<file path="src/rtl/spi_pkg.sv">
// Shared definitions for the SPI transfer arbiter: FSM state codes,
// watchdog defaults and a small index-width helper.
package spi_pkg;

  typedef enum logic [1:0] {
    ST_IDLE  = 2'd0,
    ST_GRANT = 2'd1,
    ST_XFER  = 2'd2,
    ST_DONE  = 2'd3
  } state_t;

  localparam int TMO_CYC_DEFAULT = 255;
  localparam int TMO_W           = 8;

  // Width of an index into an n-entry vector (at least one bit).
  function automatic int idx_width(input int n);
    return (n > 1) ? $clog2(n) : 1;
  endfunction

endpackage

</file>
<file path="src/rtl/spi_xfer_arbiter_rr_pick.sv">
// Combinational round-robin picker: the first set request found scanning
// upward from i_rr_ptr (wrapping modulo NREQ) wins.
module rr_pick
  import spi_pkg::*;
#(
  parameter int NREQ = 2,
  parameter int IW   = idx_width(NREQ)
) (
  input  logic [NREQ-1:0] i_req,
  input  logic [IW-1:0]   i_rr_ptr,
  output logic [NREQ-1:0] o_win_onehot,
  output logic [IW-1:0]   o_win_idx,
  output logic            o_win_valid
);

  logic [IW-1:0] w_cand;

  // Scan from the farthest offset down so the nearest hit overwrites.
  always_comb begin
    o_win_onehot = '0;
    o_win_idx    = '0;
    o_win_valid  = 1'b0;
    w_cand       = '0;
    for (int off = NREQ - 1; off >= 0; off--) begin
      w_cand = IW'((int'(i_rr_ptr) + off) % NREQ);
      if (i_req[w_cand]) begin
        o_win_onehot         = '0;
        o_win_onehot[w_cand] = 1'b1;
        o_win_idx            = w_cand;
        o_win_valid          = 1'b1;
      end
    end
  end

endmodule

</file>
<file path="src/rtl/spi_xfer_arbiter.sv">
// Round-robin arbiter sharing one spi_master among NREQ requesters.
// Optional watchdog abort of stuck transfers: define SPI_ARB_TIMEOUT_EN.
module spi_xfer_arbiter
  import spi_pkg::*;
#(
  parameter int data    = 8,
  parameter int address = 3,
  parameter int NREQ    = 2,
  parameter int TMO_CYC = TMO_CYC_DEFAULT
) (
  input  logic                    PCLK,
  input  logic                    PRESETn,
  input  logic [NREQ-1:0]         req,
  input  logic [NREQ-1:0]         req_wr,
  input  logic [NREQ*address-1:0] req_addr,
  input  logic [NREQ*data-1:0]    req_wdata,
  output logic [NREQ-1:0]         gnt,
  output logic [NREQ-1:0]         done,
  output logic [data-1:0]         rdata,
  output logic                    err,
  output logic                    spe,
  output logic                    m_wr_rdbar,
  output logic [address-1:0]      m_addr,
  output logic [data-1:0]         m_wdata,
  input  logic [data-1:0]         m_rdata,
  input  logic                    TXC
);

  localparam int IW = idx_width(NREQ);

  state_t             r_state, w_state_next;
  logic [IW-1:0]      r_rr_ptr, w_rr_ptr_next;
  logic [IW-1:0]      r_lat_idx, w_lat_idx_next;
  logic               r_lat_wr, w_lat_wr_next;
  logic [address-1:0] r_lat_addr, w_lat_addr_next;
  logic [data-1:0]    r_lat_wdata, w_lat_wdata_next;
  logic [NREQ-1:0]    r_gnt, w_gnt_next;
  logic [NREQ-1:0]    r_done, w_done_next;
  logic               r_err, w_err_next;
  logic               r_spe, w_spe_next;
  logic               r_m_wr, w_m_wr_next;
  logic [address-1:0] r_m_addr, w_m_addr_next;
  logic [data-1:0]    r_m_wdata, w_m_wdata_next;
  logic [data-1:0]    r_rdata, w_rdata_next;

  logic [NREQ-1:0]    w_win_onehot;
  logic [IW-1:0]      w_win_idx;
  logic               w_win_valid;
  logic               w_tmo_hit;

  logic [address-1:0] w_addr_arr  [NREQ];
  logic [data-1:0]    w_wdata_arr [NREQ];

  genvar gi;
  generate
    for (gi = 0; gi < NREQ; gi++) begin : g_slice
      assign w_addr_arr[gi]  = req_addr[gi*address +: address];
      assign w_wdata_arr[gi] = req_wdata[gi*data +: data];
    end
  endgenerate

  rr_pick #(
    .NREQ (NREQ),
    .IW   (IW)
  ) u_rr_pick (
    .i_req        (req),
    .i_rr_ptr     (r_rr_ptr),
    .o_win_onehot (w_win_onehot),
    .o_win_idx    (w_win_idx),
    .o_win_valid  (w_win_valid)
  );

`ifdef SPI_ARB_TIMEOUT_EN
  localparam logic [TMO_W-1:0] TMO_LAST = TMO_W'(TMO_CYC - 1);

  logic [TMO_W-1:0] r_tmo_cnt, w_tmo_cnt_next;

  // Hit on the last permitted XFER cycle so spe stays high exactly TMO_CYC cycles.
  assign w_tmo_hit = (r_tmo_cnt == TMO_LAST);

  always_comb begin
    w_tmo_cnt_next = r_tmo_cnt;
    if (r_state == ST_GRANT) begin
      w_tmo_cnt_next = '0;
    end else if (r_state == ST_XFER && !TXC) begin
      w_tmo_cnt_next = r_tmo_cnt + 1'b1;
    end
  end

  always_ff @(posedge PCLK or negedge PRESETn) begin
    if (!PRESETn) begin
      r_tmo_cnt <= '0;
    end else begin
      r_tmo_cnt <= w_tmo_cnt_next;
    end
  end
`else
  assign w_tmo_hit = 1'b0;
`endif

  always_comb begin
    w_state_next     = r_state;
    w_rr_ptr_next    = r_rr_ptr;
    w_lat_idx_next   = r_lat_idx;
    w_lat_wr_next    = r_lat_wr;
    w_lat_addr_next  = r_lat_addr;
    w_lat_wdata_next = r_lat_wdata;
    w_gnt_next       = r_gnt;
    w_done_next      = '0;
    w_err_next       = 1'b0;
    w_spe_next       = r_spe;
    w_m_wr_next      = r_m_wr;
    w_m_addr_next    = r_m_addr;
    w_m_wdata_next   = r_m_wdata;
    w_rdata_next     = r_rdata;

    case (r_state)
      ST_IDLE: begin
        if (w_win_valid) begin
          w_lat_idx_next   = w_win_idx;
          w_lat_wr_next    = req_wr[w_win_idx];
          w_lat_addr_next  = w_addr_arr[w_win_idx];
          w_lat_wdata_next = w_wdata_arr[w_win_idx];
          w_gnt_next       = w_win_onehot;
          w_state_next     = ST_GRANT;
        end
      end
      ST_GRANT: begin
        w_m_wr_next    = r_lat_wr;
        w_m_addr_next  = r_lat_addr;
        w_m_wdata_next = r_lat_wdata;
        w_spe_next     = 1'b1;
        w_state_next   = ST_XFER;
      end
      ST_XFER: begin
        // Read data is captured on writes too; the master always returns a word.
        if (TXC) begin
          w_rdata_next = m_rdata;
          w_spe_next   = 1'b0;
          w_done_next  = r_gnt;
          w_state_next = ST_DONE;
        end else if (w_tmo_hit) begin
          w_spe_next   = 1'b0;
          w_done_next  = r_gnt;
          w_err_next   = 1'b1;
          w_state_next = ST_DONE;
        end
      end
      ST_DONE: begin
        w_gnt_next    = '0;
        w_rr_ptr_next = (r_lat_idx == IW'(NREQ - 1)) ? '0 : r_lat_idx + 1'b1;
        w_state_next  = ST_IDLE;
      end
      default: begin
        w_state_next = ST_IDLE;
      end
    endcase
  end

  always_ff @(posedge PCLK or negedge PRESETn) begin
    if (!PRESETn) begin
      r_state     <= ST_IDLE;
      r_rr_ptr    <= '0;
      r_lat_idx   <= '0;
      r_lat_wr    <= 1'b0;
      r_lat_addr  <= '0;
      r_lat_wdata <= '0;
      r_gnt       <= '0;
      r_done      <= '0;
      r_err       <= 1'b0;
      r_spe       <= 1'b0;
      r_m_wr      <= 1'b0;
      r_m_addr    <= '0;
      r_m_wdata   <= '0;
      r_rdata     <= '0;
    end else begin
      r_state     <= w_state_next;
      r_rr_ptr    <= w_rr_ptr_next;
      r_lat_idx   <= w_lat_idx_next;
      r_lat_wr    <= w_lat_wr_next;
      r_lat_addr  <= w_lat_addr_next;
      r_lat_wdata <= w_lat_wdata_next;
      r_gnt       <= w_gnt_next;
      r_done      <= w_done_next;
      r_err       <= w_err_next;
      r_spe       <= w_spe_next;
      r_m_wr      <= w_m_wr_next;
      r_m_addr    <= w_m_addr_next;
      r_m_wdata   <= w_m_wdata_next;
      r_rdata     <= w_rdata_next;
    end
  end

  assign gnt        = r_gnt;
  assign done       = r_done;
  assign err        = r_err;
  assign spe        = r_spe;
  assign m_wr_rdbar = r_m_wr;
  assign m_addr     = r_m_addr;
  assign m_wdata    = r_m_wdata;
  assign rdata      = r_rdata;

endmodule
</file>
<file path="config.mk">
export PLATFORM = sky130hd
export DESIGN_NAME = spi_xfer_arbiter
export DESIGN_NICKNAME = d
export VERILOG_FILES = /design/src/rtl/spi_pkg.sv /design/src/rtl/spi_xfer_arbiter_rr_pick.sv /design/src/rtl/spi_xfer_arbiter.sv
export SDC_FILE = /design/constraint.sdc
export NUM_CORES = 1
export LEC_CHECK = 0
export ABC_CLOCK_PERIOD_IN_PS = 1900
export BUFFER_PORTS_ARGS = -buffer_cell sky130_fd_sc_hd__buf_2
export CAP_MARGIN = 20
export CORE_AREA = 2 2 88 90
export CTS_CLUSTER_DIAMETER = 50
export DETAILED_ROUTE_END_ITERATION = 16
export DIE_AREA = 0 0 90 92
export GPL_ROUTABILITY_DRIVEN = 0
export PLACE_DENSITY = 0.46
export RECOVER_POWER = 100
export SLEW_MARGIN = 5
export SYNTH_ARGS = -nofsm -noshare
export SYNTH_HDL_FRONTEND = slang
export SYNTH_SLANG_ARGS = --single-unit
</file>
<file path="constraint.sdc">
create_clock -name PCLK -period 1.9 [get_ports PCLK]
set_input_delay 0.38 -clock PCLK [delete_from_list [all_inputs] [get_ports PCLK]]
set_output_delay 0.38 -clock PCLK [all_outputs]
set_load 0.01 [all_outputs]
</file>
==> out/results.ini, run 1 <==
[placement]
place.port_buffers=61
place.detailed.hpwl_mm=3.05
dp.cells=311
dp_slack_ns=0.287

[timing]
setup-violations-final=0
finalHoldViolCount=0
max_freq_mhz=619
finalSetupTns_ns=0
report.final.slew_viol_count=0
tightest_slew_ns=1.23
timing.final.crit_share=0.850
worst_hold_slack_ns=0.318
final_critical_delay_including_setup_and_external_delays_ns=1.61
slew_headroom=0.180
finClkSkew_ns=0.00800
timing.final.ws_setup_ns=0.286
rsz0062_at_grt=no

[routing]
route.detailed.drc=0
initialDrtViolationCount=39
drt-wirelength-per-cell_um=13.3
avgViaCountPerCell=4.21
postRouteWirelength_mm=4.26
drt_pre_antenna_iters=4
route.vias.total=1342
detail-route-antenna-nets=0

[logic_synthesis]
synth_area_mm2=0.00180
yosys_warnings=0
ys_seq_area_frac=0.571
synthFlopType=sky130_fd_sc_hd__dfrtp_1
post_synth_num_cell_types=25
area_fraction_of_the_dominant_cell_type_after_synthesis=0.571
postSynthNetCount=196
synth_async_sr_flop_share=1.00
synthDominantAreaCellType=sky130_fd_sc_hd__dfrtp_1
synthTopCellsByArea=sky130_fd_sc_hd__dfrtp_1, sky130_fd_sc_hd__mux2_2, sky130_fd_sc_hd__a31oi_1, sky130_fd_sc_hd__o21ai_0, sky130_fd_sc_hd__nand3_1
syn_inst=154
postSynthAreaPerCell_um2=11.7
synth_edf_count=0
post_synthesis_register_bit_count=41

[pwr]
static_leak_nw=0.977
vdd_ir_drop_max_mv=0.368
power_per_cell_area_mw_per_mm2=1530

[global_route]
first_pass_grt_wire_length_mm=7.02
antenna_found_initial=0
grt_start_max_net_pins=26
grt_pass1_vias=1394
global_route.overflow_total=0
groute.usage.overall=0.108

[critical_path]
slowest_delay_ns=0.40
critical_path_peak_fanout=7
cp-endpoint=r_state[1]
startpoint=r_state[0]
crit_path_start_kind=flop
endpoint_kind=flop
criticalPathCategory=flop to flop
path_cells=inv_1 -> ha_1 -> nor3b_4 -> a21oi_1 -> mux2_4
timing.reg2reg.setup_slack_ns=0.29
regToRegStartpoint=r_state[0]
cp.required_ns=2.08
reg2regPathDepth=5
crit-reg2reg-capture=r_state[1]
crit_slowest_cell=sky130_fd_sc_hd__dfrtp_1
worst-endpoint-arrival_ns=1.79

[clock_tree]
clk-insertion-delay-late_ns=0.29
numClockSinks=41
clk_root_buffer_cell=sky130_fd_sc_hd__clkbuf_8
cts_max_level=2
tritoncts=done
clock_path_buffers=2
ctsHoldBuffers=0
register_clock_pin_slew_on_the_reported_worst_setup_and_hold_paths_ns=0.07
cts-buffers-inserted=5
number_of_setup_buffers_added_after_cts=0
post_cts.resized_instances=0

[final_layout]
layout-area-overhead-vs-synth_pct=24.7
layout_commonest_cell=sky130_fd_sc_hd__dfrtp_1
final_layout_size_suffix_gt1_frac=0.309
net_count_reported_at_finish=258
number_of_non_filler_instances_in_the_completed_layout=319
final_core_util=0.301
num_antenna_cells=0
layout.filler_cells=838
final_cell_mix=sky130_fd_sc_hd__dfrtp_1, sky130_fd_sc_hd__buf_2, sky130_fd_sc_hd__clkbuf_1

[run_status]
outcome=complete, no violations

[floorplan]
boundaryPins=63
fp.coreArea_mm2=0.00745
chipHeight_um=92
initial_core_util=0.241
die_outline_area_mm2=0.00828
row_count=32
die_width_um=90

[job]
timing.max_cap.violations=0

[min_path]
timing.hold.worst.class=input pin to flop

[worst max-delay path, delay by kind of cell, from the launching register on]
kind / cells / cell delay, ns
AND/OR/NAND/NOR: 1 / 0.19
adder cells (fa/ha/maj): 1 / 0.28
flip-flops: 1 / 0.40
multiplexers: 1 / 0.32
buffers and inverters: 1 / 0.10
AO/OA/AOI/OAI: 1 / 0.21
[per-stage QoR]
| stage | power, W | area [µm²] |
|---|---|---|
| final | 0.00342 | 2240 |
| after global routing | 0.00371 | 2240 |
| after CTS | 0.00356 | 2280 |
| after detailed placement | 0.00299 | 2200 |
| after global placement | 0.00296 | 2200 |
| after floorplan | 0.00249 | 1800 |
[sequential cells by signal, summed over array words and instances, names as in the netlist]
name,flops
r_state,2
gnt,2
rdata,8
r_lat_wr,1
r_lat_idx,1
m_wr_rdbar,1
m_addr,3
r_lat_addr,3
m_wdata,8
r_rr_ptr,1
spe,1
done,2
r_lat_wdata,8
[synthesized netlist by cell type, types with 2 or more instances]
| master | count |
|---|---|
| sky130_fd_sc_hd__inv_1 | 5 |
| sky130_fd_sc_hd__o21ai_0 | 14 |
| sky130_fd_sc_hd__ha_1 | 5 |
| sky130_fd_sc_hd__dfrtp_1 | 41 |
| sky130_fd_sc_hd__nand2_1 | 4 |
| sky130_fd_sc_hd__nand3_1 | 13 |
| sky130_fd_sc_hd__a31oi_1 | 14 |
| sky130_fd_sc_hd__buf_2 | 6 |
| sky130_fd_sc_hd__and3_1 | 2 |
| sky130_fd_sc_hd__nor2_1 | 14 |
| sky130_fd_sc_hd__nor2b_1 | 2 |
| sky130_fd_sc_hd__buf_4 | 2 |
| sky130_fd_sc_hd__mux2_2 | 20 |
[power breakdown]
| part | internal (W) | switching (W) | leakage (nW) |
|---|---|---|---|
| Clock | 0.000255 | 0.000296 | 0.0450 |
| Sequential | 0.00130 | 0.000228 | 0.474 |
| Combinational | 0.000641 | 0.000699 | 0.457 |
| Total | 0.00219 | 0.00122 | 0.977 |
[how the worst min path moves through the flow]
stage | from | end | cells past startpoint | slack (ns)
global route | m_rdata[2] | rdata[2] | 2 | 0.31
CTS | PRESETn | r_lat_wdata[4] | 1 | 0.06
finish | m_rdata[2] | rdata[2] | 2 | 0.32
detailed placement | PRESETn | rdata[6] | 1 | 0.39
floorplan | PRESETn | done[0] | 0 | 0.08
global placement | PRESETn | rdata[6] | 1 | 0.39
[kinds of logic after synthesis]
logic type,after synthesis,share of synthesized area
compound gates,34,0.114
fa+ha+maj,5,0.0348
buf+inv,14,0.0383
flops,41,0.571
mux,21,0.134
other cells,1,0.00209
simple gates,38,0.106
[final cells by class]
type	count	area, µm²	share of cell area
clock buffers	6	72.6	0.0324
clock inverters	2	10.0	0.00447
inverters	5	18.8	0.00838
multi-input cells	99	697	0.311
flip-flops and latches	41	1030	0.458
well taps	102	128	0.0570
repair buffers	64	287	0.128
[layer usage]
layer	global-route usage	share of wire
met5	0	0
met4	0.0423	0.0096
met3	0.0304	0.047
met2	0.177	0.50
met1	0.136	0.44
(Power assumes the default switching activity.)
==> run 2: changes to the inputs <==
--- a/config.mk
+++ b/config.mk
@@ -5,15 +5,16 @@
 export SDC_FILE = /design/constraint.sdc
 export NUM_CORES = 1
 export LEC_CHECK = 0
-export ABC_CLOCK_PERIOD_IN_PS = 1900
+export ABC_AREA = 1
+export ABC_CLOCK_PERIOD_IN_PS = 1400
 export BUFFER_PORTS_ARGS = -buffer_cell sky130_fd_sc_hd__buf_2
 export CAP_MARGIN = 20
-export CORE_AREA = 2 2 88 90
+export CORE_AREA = 2 2 91 93
 export CTS_CLUSTER_DIAMETER = 50
 export DETAILED_ROUTE_END_ITERATION = 16
-export DIE_AREA = 0 0 90 92
+export DIE_AREA = 0 0 93 95
 export GPL_ROUTABILITY_DRIVEN = 0
-export PLACE_DENSITY = 0.46
+export PLACE_DENSITY = 0.47
 export RECOVER_POWER = 100
 export SLEW_MARGIN = 5
 export SYNTH_ARGS = -nofsm -noshare
==> constraint.sdc (replaced) <==
create_clock -name PCLK -period 1.4 [get_ports PCLK]
set_input_delay 0.28 -clock PCLK [delete_from_list [all_inputs] [get_ports PCLK]]
set_output_delay 0.28 -clock PCLK [all_outputs]
set_load 0.01 [all_outputs]
==> run 2 against run 1 <==
  * Die area rose by 6.7%
  * Routed wire length rose by 0.45%
  * Via count up 12%
  * Utilization increased by 1.3 points
  * Final cell count up 17%
  * Critical endpoint is now m_wdata[6]
  * Largest cell class unchanged
==> out/results.ini, run 2 <==
[global_route]
grt_pass1_vias=1501
grt_start_max_net_pins=31
antenna_found_initial=0
global_route.overflow_total=0
groute.usage.overall=0.105
first_pass_grt_wire_length_mm=7.12

[min_path]
hold_path.startpoint=TXC
timing.hold.worst.class=input pin to flop
min_path_cells=2

[run_status]
outcome=complete, no violations

[floorplan]
initial_core_util=0.243
die_outline_area_mm2=0.00884
boundaryPins=63
fp.coreArea_mm2=0.00793
chipHeight_um=95
row_count=33
die_width_um=93

[clock_tree]
register_clock_pin_slew_on_the_reported_worst_setup_and_hold_paths_ns=0.07
clk-insertion-delay-late_ns=0.28
cts_max_level=2
numClockSinks=41
tritoncts=done
cts-buffers-inserted=5
clock_path_buffers=2
clk_root_buffer_cell=sky130_fd_sc_hd__clkbuf_8

[routing]
route.detailed.drc=0
route.vias.total=1498
initialDrtViolationCount=38
met3WireLength_um=192
avgViaCountPerCell=4.03
postRouteWirelength_mm=4.28
detail-route-antenna-nets=0
drt-wirelength-per-cell_um=11.5
drt_pre_antenna_iters=4
wl_met1_mm=1.97
topRoutingLayerUsed=met4
route.met2.wl_mm=2.06

[logic_synthesis]
yosys-top-cells-count=sky130_fd_sc_hd__nand2_1, sky130_fd_sc_hd__dfrtp_1, sky130_fd_sc_hd__mux2_2, sky130_fd_sc_hd__nand3_1, sky130_fd_sc_hd__inv_1
synthDominantAreaCellType=sky130_fd_sc_hd__dfrtp_1
synth_edf_count=0
ys_seq_area_frac=0.532
synth_area_mm2=0.00193
postSynthNetCount=236
syn_inst=194
area_fraction_of_the_dominant_cell_type_after_synthesis=0.532
synthFlopType=sky130_fd_sc_hd__dfrtp_1
post-synth-top-count-cell=sky130_fd_sc_hd__nand2_1
synthTopCellsByArea=sky130_fd_sc_hd__dfrtp_1, sky130_fd_sc_hd__nand2_1, sky130_fd_sc_hd__mux2_2, sky130_fd_sc_hd__nand3_1, sky130_fd_sc_hd__ha_1
yosys_warnings=0
post_synthesis_register_bit_count=41
post_synth_num_cell_types=23
synth_async_sr_flop_share=1.00
postSynthAreaPerCell_um2=9.95

[final_layout]
sequential_cell_area_mm2=0.00103
layout-area-overhead-vs-synth_pct=29.0
final_layout_size_suffix_gt1_frac=0.356
final_cell_mix=sky130_fd_sc_hd__nand2_1, sky130_fd_sc_hd__dfrtp_1, sky130_fd_sc_hd__buf_2
number_of_non_filler_instances_in_the_completed_layout=372
num_antenna_cells=0
layout.filler_cells=861
final_core_util=0.314
layout_commonest_cell=sky130_fd_sc_hd__nand2_1
net_count_reported_at_finish=309
multi_input_logic_area_um2=808

[critical_path]
cpLargestDelayFamily=flip-flops
crit_slowest_cell=sky130_fd_sc_hd__dfrtp_1
worst-endpoint-arrival_ns=1.54
critical_path_peak_fanout=10
crit_path_start_kind=flop
cp.required_ns=1.57
regToRegStartpoint=r_state[1]
startpoint=r_state[1]
worst-path-stages=4
reg2regPathDepth=4
slowest_delay_ns=0.40
endpoint_kind=flop
path_cells=inv_1 -> ha_2 -> buf_12 -> mux2_2
criticalPathCategory=flop to flop
timing.critical_path.buf_inv=2

[timing]
slew_headroom=0.518
report.final.slew_viol_count=0
finalHoldViolCount=0
rsz0062_at_grt=yes
tightest_slew_ns=0.723
finClkSkew_ns=0.00317
max_freq_mhz=732
final_critical_delay_including_setup_and_external_delays_ns=1.37
timing.final.crit_share=0.976
setup-violations-final=0

[placement]
place.detailed.hpwl_mm=3.15
dp.cells=362
place.port_buffers=61

[pwr]
static_leak_nw=1.27
power_per_cell_area_mw_per_mm2=2070
vdd_ir_drop_max_mv=0.537

[job]
timing.max_cap.violations=0

[run 2: worst reg2reg max path: stages, from the launching register on]
cell	delay, ns
sky130_fd_sc_hd__dfrtp_1	0.40
sky130_fd_sc_hd__inv_1	0.11
sky130_fd_sc_hd__ha_2	0.25
sky130_fd_sc_hd__buf_12	0.15
sky130_fd_sc_hd__mux2_2	0.33
[run 2: metal layers]
layer | track usage | vias up
met5 | 0 | -
met4 | 0.0294 | 0
met3 | 0.0327 | 6
met2 | 0.169 | 27
met1 | 0.136 | 710
li1 | - | 755
[run 2: metrics by stage]
| step | setup WS, ns | power (W) | hold WS (ns) | TNS (ns) | cell area [µm²] |
|---|---|---|---|---|---|
| after CTS | 0.00401 | 0.00525 | 0.203 | 0 | 2490 |
| final | 0.0335 | 0.00516 | 0.219 | 0 | 2490 |
| after floorplan | 0.00901 | 0.00367 | -0.0156 | 0 | 1930 |
| after global routing | -0.0626 | 0.00566 | 0.212 | -0.544 | 2490 |
| after global placement | -0.0365 | 0.00439 | 0.192 | -0.529 | 2380 |
| after detailed placement | -0.0668 | 0.00443 | 0.187 | -0.845 | 2380 |
[run 2: cell families after synthesis]
logic type,count (synthesis),synth area share
mux,20,0.117
flops,41,0.532
other cells,1,0.00194
simple gates,104,0.237
buf+inv,18,0.0649
fa+ha+maj,5,0.0324
compound gates,5,0.0149
[run 2: power by group]
part           total, W  switching (W)  internal [W]
Combinational   0.00233        0.00124       0.00110
Sequential      0.00205       0.000312       0.00174
Clock          0.000770       0.000379      0.000391
Total           0.00516        0.00193       0.00323
[run 2: cell type report]
| cell class | instances | share of cell area |
|---|---|---|
| Timing Repair Buffer | 74 | 0.160 |
| Tap cell | 105 | 0.0528 |
| Sequential cell | 41 | 0.413 |
| Multi-Input combinational cell | 135 | 0.325 |
| Clock buffer | 7 | 0.0347 |
| Inverter | 10 | 0.0151 |
[run 2: final timing paths]
path / endpoint / slack (ns)
worst max-delay path: m_wdata[6] / 0.03
min in group asynchronous: m_wdata[5] / 0.58
max in group asynchronous: r_rr_ptr / 0.20
worst min register to register: r_lat_wdata[2] / 0.48
worst max register to register: m_wdata[6] / 0.03
worst min-delay path: spe / 0.22
[run 2: what timing repair did]
item / 4_1_cts / 5_1_grt
gates resized for setup: 5 / 6
buffers inserted: 0 / 2
endpoints found under the hold margin: 11 / 0
hold buffers: 1 / 0
setup endpoints to repair: 24 / 27
pin swaps: 0 / 0
